File: src/rtl/game_ctrl_1a2b.sv
// Bulls-and-cows ("1A2B") game controller: collects a four-digit guess from a
// keypad, scores it against a latched secret, and tracks attempts to WIN/LOSE.
module game_ctrl_1a2b #(
    parameter int unsigned MAX_TRIES = 10
) (
    input  logic        clk,
    input  logic        rst_n,
    input  logic        start,
    input  logic [15:0] rand_nums,
    input  logic        digit_valid,
    input  logic [3:0]  digit,
    input  logic        back,
    input  logic        submit,
    output logic [15:0] guess,
    output logic [2:0]  digit_cnt,
    output logic [2:0]  a_cnt,
    output logic [2:0]  b_cnt,
    output logic        result_valid,
    output logic [3:0]  attempts,
    output logic        err,
    output logic [2:0]  state,
    output logic [15:0] secret_out
);

    localparam logic [3:0] MaxTries = 4'(MAX_TRIES);

    typedef enum logic [2:0] {
        StIdle  = 3'd0,
        StInput = 3'd1,
        StCheck = 3'd2,
        StWin   = 3'd3,
        StLose  = 3'd4
    } state_e;

    state_e      state_q, state_d;
    logic [15:0] secret_q, secret_d;
    logic [15:0] guess_q, guess_d;
    logic [2:0]  cnt_q, cnt_d;
    logic [2:0]  a_q, a_d;
    logic [2:0]  b_q, b_d;
    logic        rv_q, rv_d;
    logic [3:0]  att_q, att_d;
    logic        err_q, err_d;

    logic [2:0]  score_a, score_b;
    logic        digit_dup;
    logic        digit_ok;
    logic        new_game;
    logic [3:0]  att_inc;

    // Same nibble index means same position; both words hold the first digit in [15:12].
    always_comb begin
        score_a = '0;
        score_b = '0;
        for (int i = 0; i < 4; i++) begin
            for (int j = 0; j < 4; j++) begin
                if (guess_q[4*i +: 4] == secret_q[4*j +: 4]) begin
                    if (i == j) begin
                        score_a = score_a + 3'd1;
                    end else begin
                        score_b = score_b + 3'd1;
                    end
                end
            end
        end
    end

    // Only the low cnt_q nibbles hold keyed digits; the zero padding must not match digit 0.
    always_comb begin
        digit_dup = 1'b0;
        for (int k = 0; k < 4; k++) begin
            if ((3'(k) < cnt_q) && (guess_q[4*k +: 4] == digit)) begin
                digit_dup = 1'b1;
            end
        end
    end

    assign digit_ok = (digit <= 4'd9) && (cnt_q < 3'd4) && !digit_dup;
    assign att_inc  = att_q + 4'd1;

    always_comb begin
        state_d  = state_q;
        secret_d = secret_q;
        guess_d  = guess_q;
        cnt_d    = cnt_q;
        a_d      = a_q;
        b_d      = b_q;
        rv_d     = 1'b0;
        att_d    = att_q;
        err_d    = 1'b0;
        new_game = 1'b0;

        case (state_q)
            StIdle: begin
                new_game = start;
            end
            StInput: begin
                if (start) begin
                    new_game = 1'b1;
                end else if (back) begin
                    if (cnt_q != 3'd0) begin
                        guess_d = guess_q >> 4;
                        cnt_d   = cnt_q - 3'd1;
                    end else begin
                        err_d = 1'b1;
                    end
                end else if (submit) begin
                    if (cnt_q == 3'd4) begin
                        state_d = StCheck;
                    end else begin
                        err_d = 1'b1;
                    end
                end else if (digit_valid) begin
                    if (digit_ok) begin
                        guess_d = {guess_q[11:0], digit};
                        cnt_d   = cnt_q + 3'd1;
                    end else begin
                        err_d = 1'b1;
                    end
                end
            end
            StCheck: begin
                a_d   = score_a;
                b_d   = score_b;
                rv_d  = 1'b1;
                att_d = att_inc;
                if (score_a == 3'd4) begin
                    state_d = StWin;
                end else if (att_inc == MaxTries) begin
                    state_d = StLose;
                end else begin
                    state_d = StInput;
                    guess_d = '0;
                    cnt_d   = '0;
                end
            end
            StWin, StLose: begin
                new_game = start;
            end
            default: begin
                state_d = StIdle;
            end
        endcase

        if (new_game) begin
            state_d  = StInput;
            secret_d = rand_nums;
            guess_d  = '0;
            cnt_d    = '0;
            a_d      = '0;
            b_d      = '0;
            att_d    = '0;
        end
    end

    always_ff @(posedge clk or negedge rst_n) begin
        if (!rst_n) begin
            state_q  <= StIdle;
            secret_q <= '0;
            guess_q  <= '0;
            cnt_q    <= '0;
            a_q      <= '0;
            b_q      <= '0;
            rv_q     <= 1'b0;
            att_q    <= '0;
            err_q    <= 1'b0;
        end else begin
            state_q  <= state_d;
            secret_q <= secret_d;
            guess_q  <= guess_d;
            cnt_q    <= cnt_d;
            a_q      <= a_d;
            b_q      <= b_d;
            rv_q     <= rv_d;
            att_q    <= att_d;
            err_q    <= err_d;
        end
    end

    assign guess        = guess_q;
    assign digit_cnt    = cnt_q;
    assign a_cnt        = a_q;
    assign b_cnt        = b_q;
    assign result_valid = rv_q;
    assign attempts     = att_q;
    assign err          = err_q;
    assign state        = state_q;
    assign secret_out   = ((state_q == StWin) || (state_q == StLose)) ? secret_q : '0;

endmodule

File: config.mk
export PLATFORM = sky130hd
export DESIGN_NAME = game_ctrl_1a2b
export DESIGN_NICKNAME = d
export VERILOG_FILES = /design/src/rtl/game_ctrl_1a2b.sv
export SDC_FILE = /design/constraint.sdc
export NUM_CORES = 1
export LEC_CHECK = 0
export ABC_CLOCK_PERIOD_IN_PS = 6300
export CAP_MARGIN = 20
export CORE_UTILIZATION = 45
export CTS_BUF_LIST = sky130_fd_sc_hd__clkbuf_16
export DETAILED_ROUTE_END_ITERATION = 7
export PLACE_DENSITY = 0.81
export SLEW_MARGIN = 20
export SYNTH_ARGS = -nofsm -noshare
export SYNTH_HDL_FRONTEND = slang
export SYNTH_SLANG_ARGS = --single-unit
File: constraint.sdc
create_clock -name clk -period 6.3 [get_ports clk]
set_input_delay 1.89 -clock clk [delete_from_list [all_inputs] [get_ports clk]]
set_output_delay 1.89 -clock clk [all_outputs]
set_load 0.05 [all_outputs]
==> impl_metrics.env, run 1 <==
export IMPL_fp_dieArea_um2=9960
export IMPL_cp_startpoint="guess[2]$_DFFE_PN0P_"
export IMPL_die_width_um=99.8
export IMPL_yosys_top_cells_area="dfrtp_1, xnor2_1, xor2_1, nand2_1, ha_1"
export IMPL_grt_max_degree=51
export IMPL_path_common_cell="ha_1"
export IMPL_antenna_cells=0
export IMPL_sequentialPowerShare=0.226
export IMPL_p_int_mw=1.00
export IMPL_violations="negative setup slack"
export IMPL_r2r_start="guess[2]$_DFFE_PN0P_"
export IMPL_drt_iter0_markers=232
export IMPL_hold_viol_final=0
export IMPL_maxSlewHeadroom=0.310
export IMPL_drt_met1_wl_um=5240
export IMPL_clk_pin_slew_ns=0.07
export IMPL_p_switching_mw=0.759
export IMPL_clkPwrFrac=0.158
export IMPL_synth_edf_count=0
export IMPL_die_y_um=99.8
export IMPL_syn_to_final_growth_pct=31.2
export IMPL_final_common_cell="nand2_1"
export IMPL_setup_viol=1
export IMPL_yosys_area_top_type="dfrtp_1"
export IMPL_synth_top_cell_area_share=0.291
export IMPL_hold_class="reg -> reg"
export IMPL_wl_met2_um=6790
export IMPL_gp_congestion=0.885
export IMPL_drc_errors=0
export IMPL_cp_slowest_cell="dfrtp_2"
export IMPL_wl_met3_um=786
export IMPL_max_stage_delay_ns=0.49
export IMPL_dp_slack_ns=-0.292
export IMPL_path_delay_family="adder cells"
export IMPL_p_leak_nw=2.49
export IMPL_antenna_found_initial=0
export IMPL_ant_nets=0
export IMPL_status="complete, but fails checks"
export IMPL_start_util=0.466
export IMPL_skew_ns=0.00687
export IMPL_syn_instance_count=511
export IMPL_yosysWarnings=0
export IMPL_cts_hold_fix_buffers=0
export IMPL_max_freq_ghz=0.156
export IMPL_crit_buf_inv=2
export IMPL_crit_fanout=4
export IMPL_nNetsFinal=637
export IMPL_total_power_mw=1.76
export IMPL_powerDensity_nw_per_um2=312
export IMPL_yosys_cell_types_count=47
export IMPL_combPwrFrac=0.616
export IMPL_ctsLongestPathBuffers=2
export IMPL_end_kind="flop"
export IMPL_grt_usage=0.265
export IMPL_crit_type="reg -> reg"
export IMPL_cts_tree="yes"
export IMPL_period_share=1.02
export IMPL_setup_ws_ns=-0.113
export IMPL_port_buffers=75
export IMPL_via_count=3915
export IMPL_timing_rr_end="b_cnt[2]$_DFFE_PN0P_"
export IMPL_cts_buffers=5
export IMPL_vias_per_cell=5.43
export IMPL_critical_path_arrival_ns=6.61
export IMPL_synthArstFlopShare=1.00
export IMPL_crit_end="b_cnt[2]$_DFFE_PN0P_"
export IMPL_routed_wirelength_um=13400
export IMPL_worst_pin_slew_ns=1.03
export IMPL_syn_nets=557
export IMPL_dpl_hpwl_um=8590
export IMPL_root_buffer="clkbuf_16"
export IMPL_worstSkewPairLatency_ns=0.30
export IMPL_wl_per_cell_um=18.5
export IMPL_synth_area_per_cell_um2=8.43
export IMPL_grt_setup_unrepaired="yes"
export IMPL_required_ns=6.50
export IMPL_fp_row_count=35
export IMPL_cap_violations=0
export IMPL_htreeDepth=2
export IMPL_final_cell_mix="nand2_1, clkdlybuf4s50_1, buf_4"
export IMPL_grt_pass1_wl_um=20400
export IMPL_grt_overflow_total=0
export IMPL_slew_viol_final=0
export IMPL_worst_path_stages=34
export IMPL_pin_count=76
export IMPL_grt_pass1_vias=3949
export IMPL_synthFlopType="dfrtp_1"
export IMPL_firstDrtPassIters=5
export IMPL_critPathLaunchType="flop"
export IMPL_highest_layer="met4"
export IMPL_ys_ff_latch=50
export IMPL_vdd_drop_max_mv=0.234
export IMPL_fin_crit_ns=6.41
export IMPL_switching_share=0.430
export IMPL_layout_drive_gt1_share=0.196
export IMPL_core_area_um2=9240
export IMPL_rr_worst_depth=34
export IMPL_synth_seq_area_share=0.291
export IMPL_cts_sinks=50
export IMPL_syn_cell_area_um2=4310
export IMPL_r2r_setup_slack_ns=-0.11
## registers in the layout (all words and copies together) (netlist names)
name          flops
a_cnt             3
attempts          4
b_cnt             3
digit_cnt         3
err               1
guess            16
result_valid      1
secret_q         16
state             3
## per-stage QoR
| step | hold slack, ns | cell area, µm² | cells | TNS (ns) | util |
|---|---|---|---|---|---|
| final | 0.510 | 5650 | 721 | -0.113 | 0.612 |
| after global routing | 0.518 | 5650 | 721 | -0.309 | 0.612 |
| after CTS | 0.513 | 5500 | 715 | 0 | 0.595 |
| after detailed placement | 0.497 | 5160 | 695 | -0.292 | 0.559 |
| after global placement | 0.487 | 5160 | 695 | 0 | 0.559 |
| after floorplan | 0.567 | 4310 | 511 | 0 | - |
## layout make-up
cell class                 instances  area [µm²]
fill                             719        3590
inverter                          33         124
tap                              129         161
clock buffer                       5         125
clock inverter                     3        18.8
timing repair buffer             122        1100
sequential                        50        1260
multi-input combinational        379        2870
## what timing repair did
action | in CTS | in global routing
pin swaps | 24 | 21
hold endpoints to repair | 0 | 0
resized for setup | 23 | 17
setup endpoints to repair | 1 | 2
buffers inserted | 12 | 6
## synth_stat cells (2+ instances only)
master and count:
nand2_1 87, or3_1 2, clkbuf_1 30, nand4b_1 2
a22o_1 3, a31oi_1 4, nor2_1 18, nand3b_1 2
o21ai_1 20, a21oi_1 8, buf_2 5, buf_1 4
mux2_2 7, and2_1 16, nor2b_1 2, xor3_2 2
xor2_2 5, mux2i_1 3, ha_1 20, o21ai_0 15
clkbuf_8 2, nand3_1 28, nor4_4 5, a211oi_1 5
o21a_1 2, nand2b_1 3, xor2_1 45, nor3_1 3
xnor2_1 50, dfrtp_1 50, nand4_1 7, inv_1 32
buf_6 8, nor4_1 3
## kinds of logic after synthesis
family	count (synthesis)	synth area share
AND/OR/NAND/NOR	183	0.218
XOR/XNOR	104	0.233
buffers and inverters	82	0.0915
AO/OA/AOI/OAI	62	0.0837
flip-flops	50	0.291
adder cells (fa/ha/maj)	20	0.0581
multiplexers	10	0.0253
## worst min-delay path: stages, from the launching register on
cell     delay (ns)
dfrtp_1        0.35
nand2_1        0.05
o21ai_1        0.07
## power by group through the flow
| stage | logic, mW | registers [mW] | clock network [mW] |
|---|---|---|---|
| 2_1_floorplan | 0.556 | 0.442 | 0 |
| 3_3_place_gp | 0.746 | 0.397 | 0 |
| 3_5_place_dp | 0.795 | 0.398 | 0 |
| 4_1_cts | 0.923 | 0.395 | 0.274 |
| 5_1_grt | 1.17 | 0.401 | 0.293 |
| 6_report | 1.09 | 0.398 | 0.279 |
## per-layer routing
layer	track usage	vias up
met5	0	-
met1	0.316	1909
met4	0.155	0
met3	0.0439	51
li1	-	1803
met2	0.453	152
## how the worst min path moves through the flow
stage,start,end,slack (ns),depth (start not counted)
final,b_cnt[0]$_DFFE_PN0P_,b_cnt[0]$_DFFE_PN0P_,0.51,2
after global routing,b_cnt[2]$_DFFE_PN0P_,b_cnt[2]$_DFFE_PN0P_,0.52,1
after CTS,b_cnt[2]$_DFFE_PN0P_,b_cnt[2]$_DFFE_PN0P_,0.51,1
after detailed placement,b_cnt[2]$_DFFE_PN0P_,b_cnt[2]$_DFFE_PN0P_,0.50,1
after global placement,b_cnt[0]$_DFFE_PN0P_,b_cnt[0]$_DFFE_PN0P_,0.49,2
after floorplan,secret_q[13]$_DFFE_PN0P_,secret_q[13]$_DFFE_PN0P_,0.57,3
Note: power is estimated with default switching activity, not from simulation.
==> run 2: changes to the inputs <==
--- a/config.mk
+++ b/config.mk
@@ -10,7 +10,8 @@
 export CORE_UTILIZATION = 45
 export CTS_BUF_LIST = sky130_fd_sc_hd__clkbuf_16
 export DETAILED_ROUTE_END_ITERATION = 7
-export PLACE_DENSITY = 0.81
+export DONT_BUFFER_PORTS = 1
+export PLACE_DENSITY = 0.7
 export SLEW_MARGIN = 20
 export SYNTH_ARGS = -nofsm -noshare
 export SYNTH_HDL_FRONTEND = slang
==> run 2 against run 1 <==
The flow now finishes without violations; register-to-register slack improved by 0.27 ns; combinational power shrank 22%; count of clock-buffer cells in the layout stayed put; critical path type unchanged; largest power group unchanged; highest routed layer unchanged.
==> impl_metrics.env, run 2 (synthesized netlist as in run 1, its figures left out) <==
export IMPL_powerDensity_nw_per_um2=327
export IMPL_maxSlewHeadroom=0.331
export IMPL_rr_worst_depth=34
export IMPL_firstDrtPassIters=4
export IMPL_critPathLaunchType="flop"
export IMPL_whs_ns=0.705
export IMPL_worst_path_stages=34
export IMPL_max_freq_ghz=0.163
export IMPL_worst_pin_slew_ns=0.994
export IMPL_p_leak_nw=2.22
export IMPL_placed_cell_area_um2=4450
export IMPL_crit_buf_inv=2
export IMPL_fill_cells=808
export IMPL_grt_max_degree=51
export IMPL_cp_slowest_cell="dfrtp_2"
export IMPL_critical_path_arrival_ns=6.33
export IMPL_fp_row_count=35
export IMPL_path_common_cell="ha_1"
export IMPL_slew_viol_final=0
export IMPL_wl_per_cell_um=17.9
export IMPL_grt_usage=0.236
export IMPL_ant_nets=0
export IMPL_final_cell_mix="nand2_1, dfrtp_1, xnor2_1, xor2_1, buf_4"
export IMPL_crit_type="reg -> reg"
export IMPL_die_width_um=99.8
export IMPL_clk_pin_slew_ns=0.07
export IMPL_cts_tree="yes"
export IMPL_skew_ns=0.00685
export IMPL_antenna_cells=0
export IMPL_layout_drive_gt1_share=0.200
export IMPL_die_y_um=99.8
export IMPL_cts_sinks=50
export IMPL_hold_viol_final=0
export IMPL_grt_pass1_vias=3538
export IMPL_cts_buffers=5
export IMPL_period_share=0.975
export IMPL_dpl_hpwl_um=8290
export IMPL_via_count=3535
export IMPL_drt_iter0_markers=171
export IMPL_cap_violations=0
export IMPL_grt_pass1_wl_um=18200
export IMPL_drc_errors=0
export IMPL_worstSkewPairLatency_ns=0.29
export IMPL_crit_fanout=4
export IMPL_holdPathStages=3
export IMPL_end_kind="flop"
export IMPL_gp_congestion=0.858
export IMPL_antenna_found_initial=0
export IMPL_port_buffers=0
export IMPL_vias_per_cell=5.49
export IMPL_path_delay_family="adder cells"
export IMPL_root_buffer="clkbuf_16"
export IMPL_final_common_cell="nand2_1"
export IMPL_hold_class="reg -> reg"
export IMPL_pin_count=76
export IMPL_start_util=0.466
export IMPL_syn_to_final_growth_pct=13.1
export IMPL_fin_crit_ns=6.15
export IMPL_nNetsFinal=561
export IMPL_stdcell_area_um2=4870
export IMPL_ctsLongestPathBuffers=2
export IMPL_fp_dieArea_um2=9960
export IMPL_grt_overflow_total=0
export IMPL_required_ns=6.48
export IMPL_status="finished clean"
export IMPL_grt_setup_unrepaired="yes"
export IMPL_htreeDepth=2
export IMPL_core_area_um2=9240
export IMPL_vdd_drop_max_mv=0.226
export IMPL_max_stage_delay_ns=0.45
export IMPL_setup_viol=0
export IMPL_routed_wirelength_um=11500
[run 2: cell count changes in the layout (fill, tap and decap cells not counted), sizes merged]
| cell | previous run | this run |
|---|---|---|
| clkdlybuf4s50 | 74 | 0 |
| buf | 48 | 46 |
| bufinv | 0 | 1 |
| clkinv | 2 | 1 |
| inv | 34 | 33 |
[run 2: per-layer routing]
layer	vias to the layer above	wire [µm]	track usage
li1	1644	-	-
met1	1747	4540	0.275
met2	117	5850	0.421
met3	27	722	0.0411
met4	0	402	0.107
met5	-	0	0
[run 2: final timing paths]
path | endpoint | start | slack (ns)
max in group asynchronous | guess[3]$_DFFE_PN0P_ | rst_n | 4.91
hold / removal | secret_q[12]$_DFFE_PN0P_ | secret_q[12]$_DFFE_PN0P_ | 0.70
setup / recovery | b_cnt[2]$_DFFE_PN0P_ | guess[2]$_DFFE_PN0P_ | 0.15
setup reg to reg | b_cnt[2]$_DFFE_PN0P_ | guess[2]$_DFFE_PN0P_ | 0.15
min in group asynchronous | guess[15]$_DFFE_PN0P_ | rst_n | 1.28
hold reg to reg | secret_q[12]$_DFFE_PN0P_ | secret_q[12]$_DFFE_PN0P_ | 0.70
[run 2: tightest hold or removal path, delay by kind of cell (launching register included)]
family                 cells  cell delay [ns]
buffers and inverters      1             0.18
DFF                        1             0.38
and+or+nand+nor            2             0.11
[run 2: area by class of cell]
class                           count  area (µm²)  share of cell area
Tap cell                          129         161              0.0331
Sequential cell                    50        1260               0.258
Timing Repair Buffer               46         353              0.0724
Clock inverter                      2        38.8             0.00796
Inverter                           33         124              0.0254
Multi-Input combinational cell    379        2810               0.577
Clock buffer                        5         125              0.0257
[run 2: metrics by stage]
stage          std cells  total power, mW  setup WS (ns)  setup TNS, ns   util
2_1_floorplan        511            0.998         0.0122              0      -
5_1_grt              644             1.70         -0.135         -0.135  0.527
3_3_place_gp         624             1.09          0.170              0  0.481
3_5_place_dp         624             1.12        -0.0341        -0.0341  0.481
4_1_cts              639             1.47        0.00248              0  0.511
6_report             644             1.59          0.155              0  0.527
[run 2: where the power goes]
part | total (mW) | switching (mW) | internal [mW]
combinational | 0.854 | 0.453 | 0.401
clock | 0.307 | 0.121 | 0.186
sequential | 0.434 | 0.0843 | 0.349
[run 2: what timing repair did]
action | in CTS | in global routing
pin swaps | 16 | 15
hold buffers | 0 | 0
endpoints found under the hold margin | 0 | 0
endpoints found under the setup margin | 1 | 2
resized for setup | 13 | 16
buffers inserted | 8 | 5
==> run 3: changes to the inputs <==
--- a/config.mk
+++ b/config.mk
@@ -5,6 +5,7 @@
 export SDC_FILE = /design/constraint.sdc
 export NUM_CORES = 1
 export LEC_CHECK = 0
+export ABC_AREA = 0
 export ABC_CLOCK_PERIOD_IN_PS = 6300
 export CAP_MARGIN = 20
 export CORE_UTILIZATION = 45
==> results of run 3 <==
No change in the layout: final DEF, timing and power equal those of run 2.
